### src/rtl/fu_dispatch.sv
// fu_dispatch: issues one decode ALU request at a time to the external FU
// (aluop/op1/op2 writes, CSR handshake, op3 read) and guards it with a watchdog.
module fu_dispatch #(
    parameter int TIMEOUT_CYCLES = 1023
) (
    input  logic        clk,
    input  logic        reset,
    input  logic        req_valid,
    output logic        req_ready,
    input  logic [3:0]  req_aluop,
    input  logic [31:0] req_op1,
    input  logic [31:0] req_op2,
    input  logic [4:0]  req_rd,
    output logic [35:0] from_DE_to_FU,
    input  logic [34:0] from_FU_to_DE,
    output logic        rsp_valid,
    input  logic        rsp_ready,
    output logic [31:0] rsp_data,
    output logic [4:0]  rsp_rd,
    output logic        rsp_err,
    output logic        fu_err
);

    // state       | meaning
    // IDLE        | ready for a decode request (unless fu_err)
    // ISSUE_ALUOP | one-cycle aluop write
    // ISSUE_OP1   | one-cycle op1 write
    // WAIT_OP2    | op2 write held until csr_out[0]
    // WAIT_DONE   | no strobes, waiting for csr_out[2]
    // READ        | one-cycle op3 read, result captured
    // RESPOND     | result held until decode takes it
    // HALT        | FU hung earlier; dead until reset

    localparam int ALUOPBITS = 4;
    localparam int DBITS     = 32;
    localparam logic [9:0] TO_LIM = 10'(TIMEOUT_CYCLES);

    typedef enum logic [2:0] {
        IDLE, ISSUE_ALUOP, ISSUE_OP1, WAIT_OP2, WAIT_DONE, READ, RESPOND, HALT
    } state_t;

    state_t           state;
    logic [DBITS-1:0] op1_q;
    logic [DBITS-1:0] op2_q;
    logic [9:0]       wd_cnt;
    logic             wr_aluop;
    logic             wr_op1;
    logic             wr_op2;
    logic             rd_op3;
    logic [DBITS-1:0] wr_data;

    logic             csr_op2_taken;
    logic             csr_done;
    logic [DBITS-1:0] op3;
    logic             unused_csr1;

    assign csr_op2_taken = from_FU_to_DE[32];
    assign csr_done      = from_FU_to_DE[34];
    assign unused_csr1   = from_FU_to_DE[33];
    assign op3           = from_FU_to_DE[31:0];

    assign from_DE_to_FU = {rd_op3, wr_data, wr_op2, wr_op1, wr_aluop};

    always_ff @(posedge clk) begin
        if (reset) begin
            state     <= IDLE;
            op1_q     <= '0;
            op2_q     <= '0;
            wd_cnt    <= '0;
            wr_aluop  <= 1'b0;
            wr_op1    <= 1'b0;
            wr_op2    <= 1'b0;
            rd_op3    <= 1'b0;
            wr_data   <= '0;
            req_ready <= 1'b1;
            rsp_valid <= 1'b0;
            rsp_data  <= '0;
            rsp_rd    <= '0;
            rsp_err   <= 1'b0;
            fu_err    <= 1'b0;
        end else begin
            wr_aluop <= 1'b0;
            wr_op1   <= 1'b0;
            wr_op2   <= 1'b0;
            rd_op3   <= 1'b0;
            wr_data  <= '0;
            case (state)
                IDLE: begin
                    if (req_valid && req_ready) begin
                        op1_q     <= req_op1;
                        op2_q     <= req_op2;
                        rsp_rd    <= req_rd;
                        rsp_err   <= 1'b0;
                        req_ready <= 1'b0;
                        wr_aluop  <= 1'b1;
                        wr_data   <= {{(DBITS-ALUOPBITS){1'b0}}, req_aluop};
                        state     <= ISSUE_ALUOP;
                    end
                end
                ISSUE_ALUOP: begin
                    wr_op1  <= 1'b1;
                    wr_data <= op1_q;
                    state   <= ISSUE_OP1;
                end
                ISSUE_OP1: begin
                    wr_op2  <= 1'b1;
                    wr_data <= op2_q;
                    wd_cnt  <= '0;
                    state   <= WAIT_OP2;
                end
                WAIT_OP2: begin
                    if (wd_cnt == TO_LIM) begin
                        fu_err    <= 1'b1;
                        rsp_err   <= 1'b1;
                        rsp_data  <= '0;
                        rsp_valid <= 1'b1;
                        state     <= RESPOND;
                    end else if (csr_op2_taken) begin
                        wd_cnt <= '0;
                        state  <= WAIT_DONE;
                    end else begin
                        wr_op2  <= 1'b1;
                        wr_data <= op2_q;
                        wd_cnt  <= wd_cnt + 10'd1;
                    end
                end
                WAIT_DONE: begin
                    // csr_out[2] is only honoured here, never in WAIT_OP2
                    if (wd_cnt == TO_LIM) begin
                        fu_err    <= 1'b1;
                        rsp_err   <= 1'b1;
                        rsp_data  <= '0;
                        rsp_valid <= 1'b1;
                        state     <= RESPOND;
                    end else if (csr_done) begin
                        rd_op3 <= 1'b1;
                        state  <= READ;
                    end else begin
                        wd_cnt <= wd_cnt + 10'd1;
                    end
                end
                READ: begin
                    rsp_data  <= op3;
                    rsp_valid <= 1'b1;
                    state     <= RESPOND;
                end
                RESPOND: begin
                    if (rsp_ready) begin
                        rsp_valid <= 1'b0;
                        if (fu_err) begin
                            state <= HALT;
                        end else begin
                            req_ready <= 1'b1;
                            state     <= IDLE;
                        end
                    end
                end
                HALT: begin
                    state <= HALT;
                end
                default: begin
                    state <= IDLE;
                end
            endcase
        end
    end

endmodule

### config.mk
export PLATFORM = sky130hd
export DESIGN_NAME = fu_dispatch
export DESIGN_NICKNAME = d
export VERILOG_FILES = /design/src/rtl/fu_dispatch.sv
export SDC_FILE = /design/constraint.sdc
export NUM_CORES = 1
export LEC_CHECK = 0
export ABC_CLOCK_PERIOD_IN_PS = 2100
export CAP_MARGIN = 20
export CELL_PAD_IN_SITES_DETAIL_PLACEMENT = 1
export CELL_PAD_IN_SITES_GLOBAL_PLACEMENT = 1
export CORE_AREA = 5 5 141 143
export CTS_CLUSTER_DIAMETER = 100
export DETAILED_ROUTE_END_ITERATION = 6
export DIE_AREA = 0 0 146 148
export HOLD_SLACK_MARGIN = 0.02
export MAX_ROUTING_LAYER = met4
export PLACE_DENSITY_LB_ADDON = 0.1
export SLEW_MARGIN = 20
export SYNTH_ARGS = -nofsm -noshare
export SYNTH_HDL_FRONTEND = slang
export SYNTH_SLANG_ARGS = --single-unit
### constraint.sdc
create_clock -name clk -period 2.1 [get_ports clk]
set_input_delay 0.63 -clock clk [delete_from_list [all_inputs] [get_ports clk]]
set_output_delay 0.63 -clock clk [all_outputs]
set_load 0.01 [all_outputs]
---- Yosys cells after proc, flatten, opt, wreduce, memory -nomap -nowiden ----
Cells that the tools add are included.
word-level totals
  bits in writable memories ............... 0
  bits in latches ......................... 0
  output and inout bits ................... 77
  word-level logic and storage cells ...... 86
  bits in read-only memories .............. 0
  memories kept ........................... 0
  input port bits ......................... 112
  register bits after elaboration ......... 154
cells by class
  $add $sub $neg .......................... 1
  bitwise operators ....................... 2
  div/mod/pow operators ................... 0
  multipliers ............................. 0
  mux-type cells .......................... 33
  $lt $le $gt $ge ......................... 0
  equal/unequal tests ..................... 17
  shift-type cells ........................ 0
  reductions and logical operators ........ 18
operator list
  operator                                              count
  case mux 32 bit (4 select lines)                      1
  two-way mux 32 bit                                    3
  case mux 32 bit (2 select lines)                      1
  two-way mux 10 bit                                    4
  case mux 10 bit (3 select lines)                      1
  case mux 3 bit (8 select lines)                       1
  two-way mux 3 bit                                     7
  equality test 3 bit (second input constant)           4
  != test 2 bit (second input constant)                 6
  AND reduction 4 bit                                   3
  adder 10 x 1 -> 10 bit (second input constant)        1
  equality test 10 bit (second input constant)          1
  two-way mux 1 bit                                     10
  equality test 3 x 2 -> 1 bit (second input constant)  2
  != test 3 bit (second input constant)                 2
  case mux 1 bit (2 select lines)                       3
  AND reduction 2 bit                                   3
  AND reduction 3 bit                                   2
  nonzero test 2 bit                                    3
  nonzero test 3 bit                                    2
  two-way mux 4 bit                                     1
  OR reduction 2 bit                                    2
  equality test 3 x 1 -> 1 bit (second input constant)  1
  zero test 3 bit                                       1
  other kinds (5)                                       6

---- Depth between registers and ports, before layout ----
  word-level depth ........................ 4
  depth in mapped cells ................... 8
  mapped depth without buffers ............ 6

---- Least setup slack after synthesis ----
OpenSTA, ideal clock, no wires.
  kind .................................... register to register
  from .................................... register wd_cnt[0]
  to ...................................... register wd_cnt[2]
  stages on the path, launching flop included .. 7
  buffers on the path ..................... 0
  path slack .............................. 0.069 ns
  arrival time ............................ 1.971 ns
  clock period less this slack ............ 2.031 ns
  required time ........................... 2.041 ns
  setup time .............................. 0.059 ns
  path through ............................ dfxtp_1 ha_1 nand2_1 or3_4 a311oi_4 or4b_1 nand2_1
between the ends
  word-level cells in the longest chain between the ends .. 4
  elaborated cells between the ends (all ways) .. 10
  classes of those cells .................. add/sub (1); eq/ne (3); mux (5); reduce/logical (1)
ends and longest elaborated chain
  item                                   line      text
  start: declaration                     45        logic [9:0] wd_cnt;
  start signal: assignment               124       wd_cnt <= wd_cnt + 10'd1;
  start signal: assignment               139       wd_cnt <= wd_cnt + 10'd1;
  adder 10 x 1 -> 10 bit                 124, 139
  two-way mux 10 bit (on tied branches)  135, 118
  two-way mux 10 bit (on tied branches)  129, 112
  case mux 10 bit (3 select lines)       87        case (state)
Parallel ways exist; a longest one is shown, timed or not. The select of a mux whose other input is x is not followed.
A chain may end at the register's enable or synchronous reset.

---- Worst setup path in the final report ----
  from .................................... register fu_err
  to ...................................... output fu_err
RTL lines
  item                      line  text
  start: declaration        21    output logic fu_err
  start signal: assignment  80    fu_err <= 1'b0;
  start signal: assignment  113   fu_err <= 1'b1;
  start signal: assignment  130   fu_err <= 1'b1;
No word-level cell between the ends.

==> metrics.txt <==
status finished, final reports clean; worst vdd ir 564 uV; Filler Cells Inserted 2,078; WP data arrival 1.37 ns; num rows 50; worst hold-check path type reg2reg; Final Setup Violations 0; Peak Freq 501 MHz; CTS tree yes; cell area after synthesis 5420 um^2; PD cells 850 nW/um^2; fin util 45.4%; clk root buf clkbuf_16; yosys warns 0; delay-heaviest family, CP buffers and inverters; gp weighted congestion 0.800; Slowest cell on crit path clkdlybuf4s50_1; layout cells sized above 1 9.69%; ys flop type dfxtp_1; DR iter-0 viols 157; critical-path cell list clkdlybuf4s50_1; post-synthesis net count 696; Slew Viols, Final 0; via count 4,970; Layout area overhead 54.3%; htree depth 4; Pre-Repair DR Iteration Count 5; Die Ht 148 um; CP required 1.47 ns; dpl cells 985; hold path depth 2; worst reg2reg path depth 4; clk buf depth 2; fin crit share 95.1%; Initial Util 29.4%; Seq/Total Area, Yosys 56.8%; largest net degree at the start of global routing 85; HPWL after detailed placement 11,800 um; Ports 189; initial antenna violation count 0; Via density 4.88; Post-Layout Cell Count 1,018; Max Cap Viol 0; Mapped Cells 583; area of the multi-input gates 2160 um^2; average size of a mapped cell 9.30 um^2; Netlist cell types 52; #FFs+latches synth 154; clk slew on worst S/H paths 0.07 ns; Crit Path Category reg2out; Worst Path Buf+Inv 1; Post-Route Skew 0.00924 ns; die area 21,600 um^2; drt total wl 17,300 um; cts hold-fix bufs 0; gr usage total 16.4%; Largest stage delay, worst path 0.58 ns; crit path max fanout 4; worst skew pair latency 0.42 ns; Startpoint Class flip-flop; Final Hold Violating Endpoints 0; ANT nets after route 0; gr ovfl total 0; routed len/inst 17.0 um; DIE WIDTH 146 um; EDFF count, synth 0; max_slew headroom 58.2%; RSZ-0062 raised after global routing no; Setup crit end kind output pin; P_leak 3.06 nW; WP depth 1; Nets 884; min Tclk post-route 2.00 ns; number of buffers created by CTS 17; n_diodes 0; reg2reg setup slack 0.13 ns; FF+latch area 3080 um^2; global-route wire length before repair 27,600 um; IO Port Bufs 187; core area 18,500 um^2; DRC 0; vias in the first global route 5,450; Worst-Margin Slew 0.622 ns; Post-synth ARST share 0%; clock sinks 154
-- cells in the mapped netlist (all sizes together), types with 2 or more instances --
cell type  instances  share of area, %
dfxtp            154                57
nand2            147                10
a21oi             80               7.4
a22o              60               9.7
clkbuf            34               2.4
buf               12               1.4
nor2               9              0.62
nor3               8              0.74
a21boi             7              0.97
nand3              7              0.65
o21ai              7              0.65
or3                5              0.67
a22oi              4              0.55
inv                4              0.28
o2bb2ai            4              0.65
or4                4              0.55
o31ai              3              0.42
and3               2              0.25
nand2b             2              0.23
nand3b             2              0.28
nand4              2              0.23
nor2b              2              0.23
o211ai             2              0.28
or3b               2              0.37
-- cells in the final DEF (no fill, tap or decap), drive strengths merged, types with 2 or more instances in the layout --
master and instances:
buf 28, clkdlybuf4s50 185, o31ai 3, nand2b 2
dfxtp 154, nor3 8, o211ai 2, a21boi 7
nand3b 2, a21oi 80, or4 4, nor2 10
a22o 60, nand3 7, nor2b 2, and3 2
inv 8, or3b 2, a22oi 4, bufinv 4
clkbuf 20, clkinvlp 2, or3 5, o21ai 7
clkinv 2, nand2 147, nand4 2, o2bb2ai 4
-- per-layer routing --
| metal | vias to the layer above | GRT usage (%) | part of all wire, % |
|---|---|---|---|
| met2 | 133 | 28.3 | 51 |
| met3 | 18 | 4.94 | 6.0 |
| met1 | 2402 | 18.3 | 42 |
| met4 | 0 | 5.22 | 1.1 |
| met5 | - | - | 0 |
| li1 | 2417 | - | - |
-- registers in the layout, indices dropped and copies added, names as in the netlist, 3 cells and up --
register and count:
op1_q 32, op2_q 32, rsp_data 32, wr_data 32, wd_cnt 10, rsp_rd 5
state 3
-- cell type report --
type	count	area share (%)
Inverter	4	0.179
Sequential cell	154	36.8
Clock buffer	20	5.46
Timing Repair Buffer	214	25.9
Multi-Input combinational cell	380	25.9
Tap cell	234	3.50
Clock inverter	12	2.23
-- metrics by stage --
step	setup TNS (ns)	total power (W)	area (um^2)	setup slack, ns	hold WS [ns]
final	0	0.00711	8370	0.103	0.456
after global routing	0	0.00739	8370	0.0194	0.469
after CTS	0	0.00721	8370	0.00516	0.459
after detailed placement	-17.62	0.00385	7710	-0.477	0.450
after global placement	-17.24	0.00383	7710	-0.487	0.442
after floorplan	0	0.00343	5420	0.0694	0.432
-- what timing repair did --
action	in CTS	in global routing
buffers inserted	0	0
cloned	1	0
gates resized for setup	1	3
setup endpoints to repair	28	39
pin swaps	1	1
-- kinds of logic (layout without fill, tap and decap cells) --
group	after synthesis	in the layout	share of synthesized area, %
flops	154	154	56.8
simple gates	200	201	16.2
fa+ha+maj	1	1	0.231
mux	1	1	0.185
compound gates	177	177	22.5
buf+inv	50	250	4.01
-- where the power goes --
group	internal (W)	leakage (nW)	switching [W]
registers	0.00303	1.25	0.0000574
logic	0.000367	1.50	0.000318
clock network	0.00207	0.310	0.00126
-- worst paths after layout --
kind	from	endpoint
worst max-delay path	fu_err	fu_err
worst max register to register	state[2]	wd_cnt[5]
worst min register to register	op1_q[1]	op1_q[1]
worst min-delay path	op1_q[1]	op1_q[1]
Note: power is estimated with default switching activity, not from simulation.
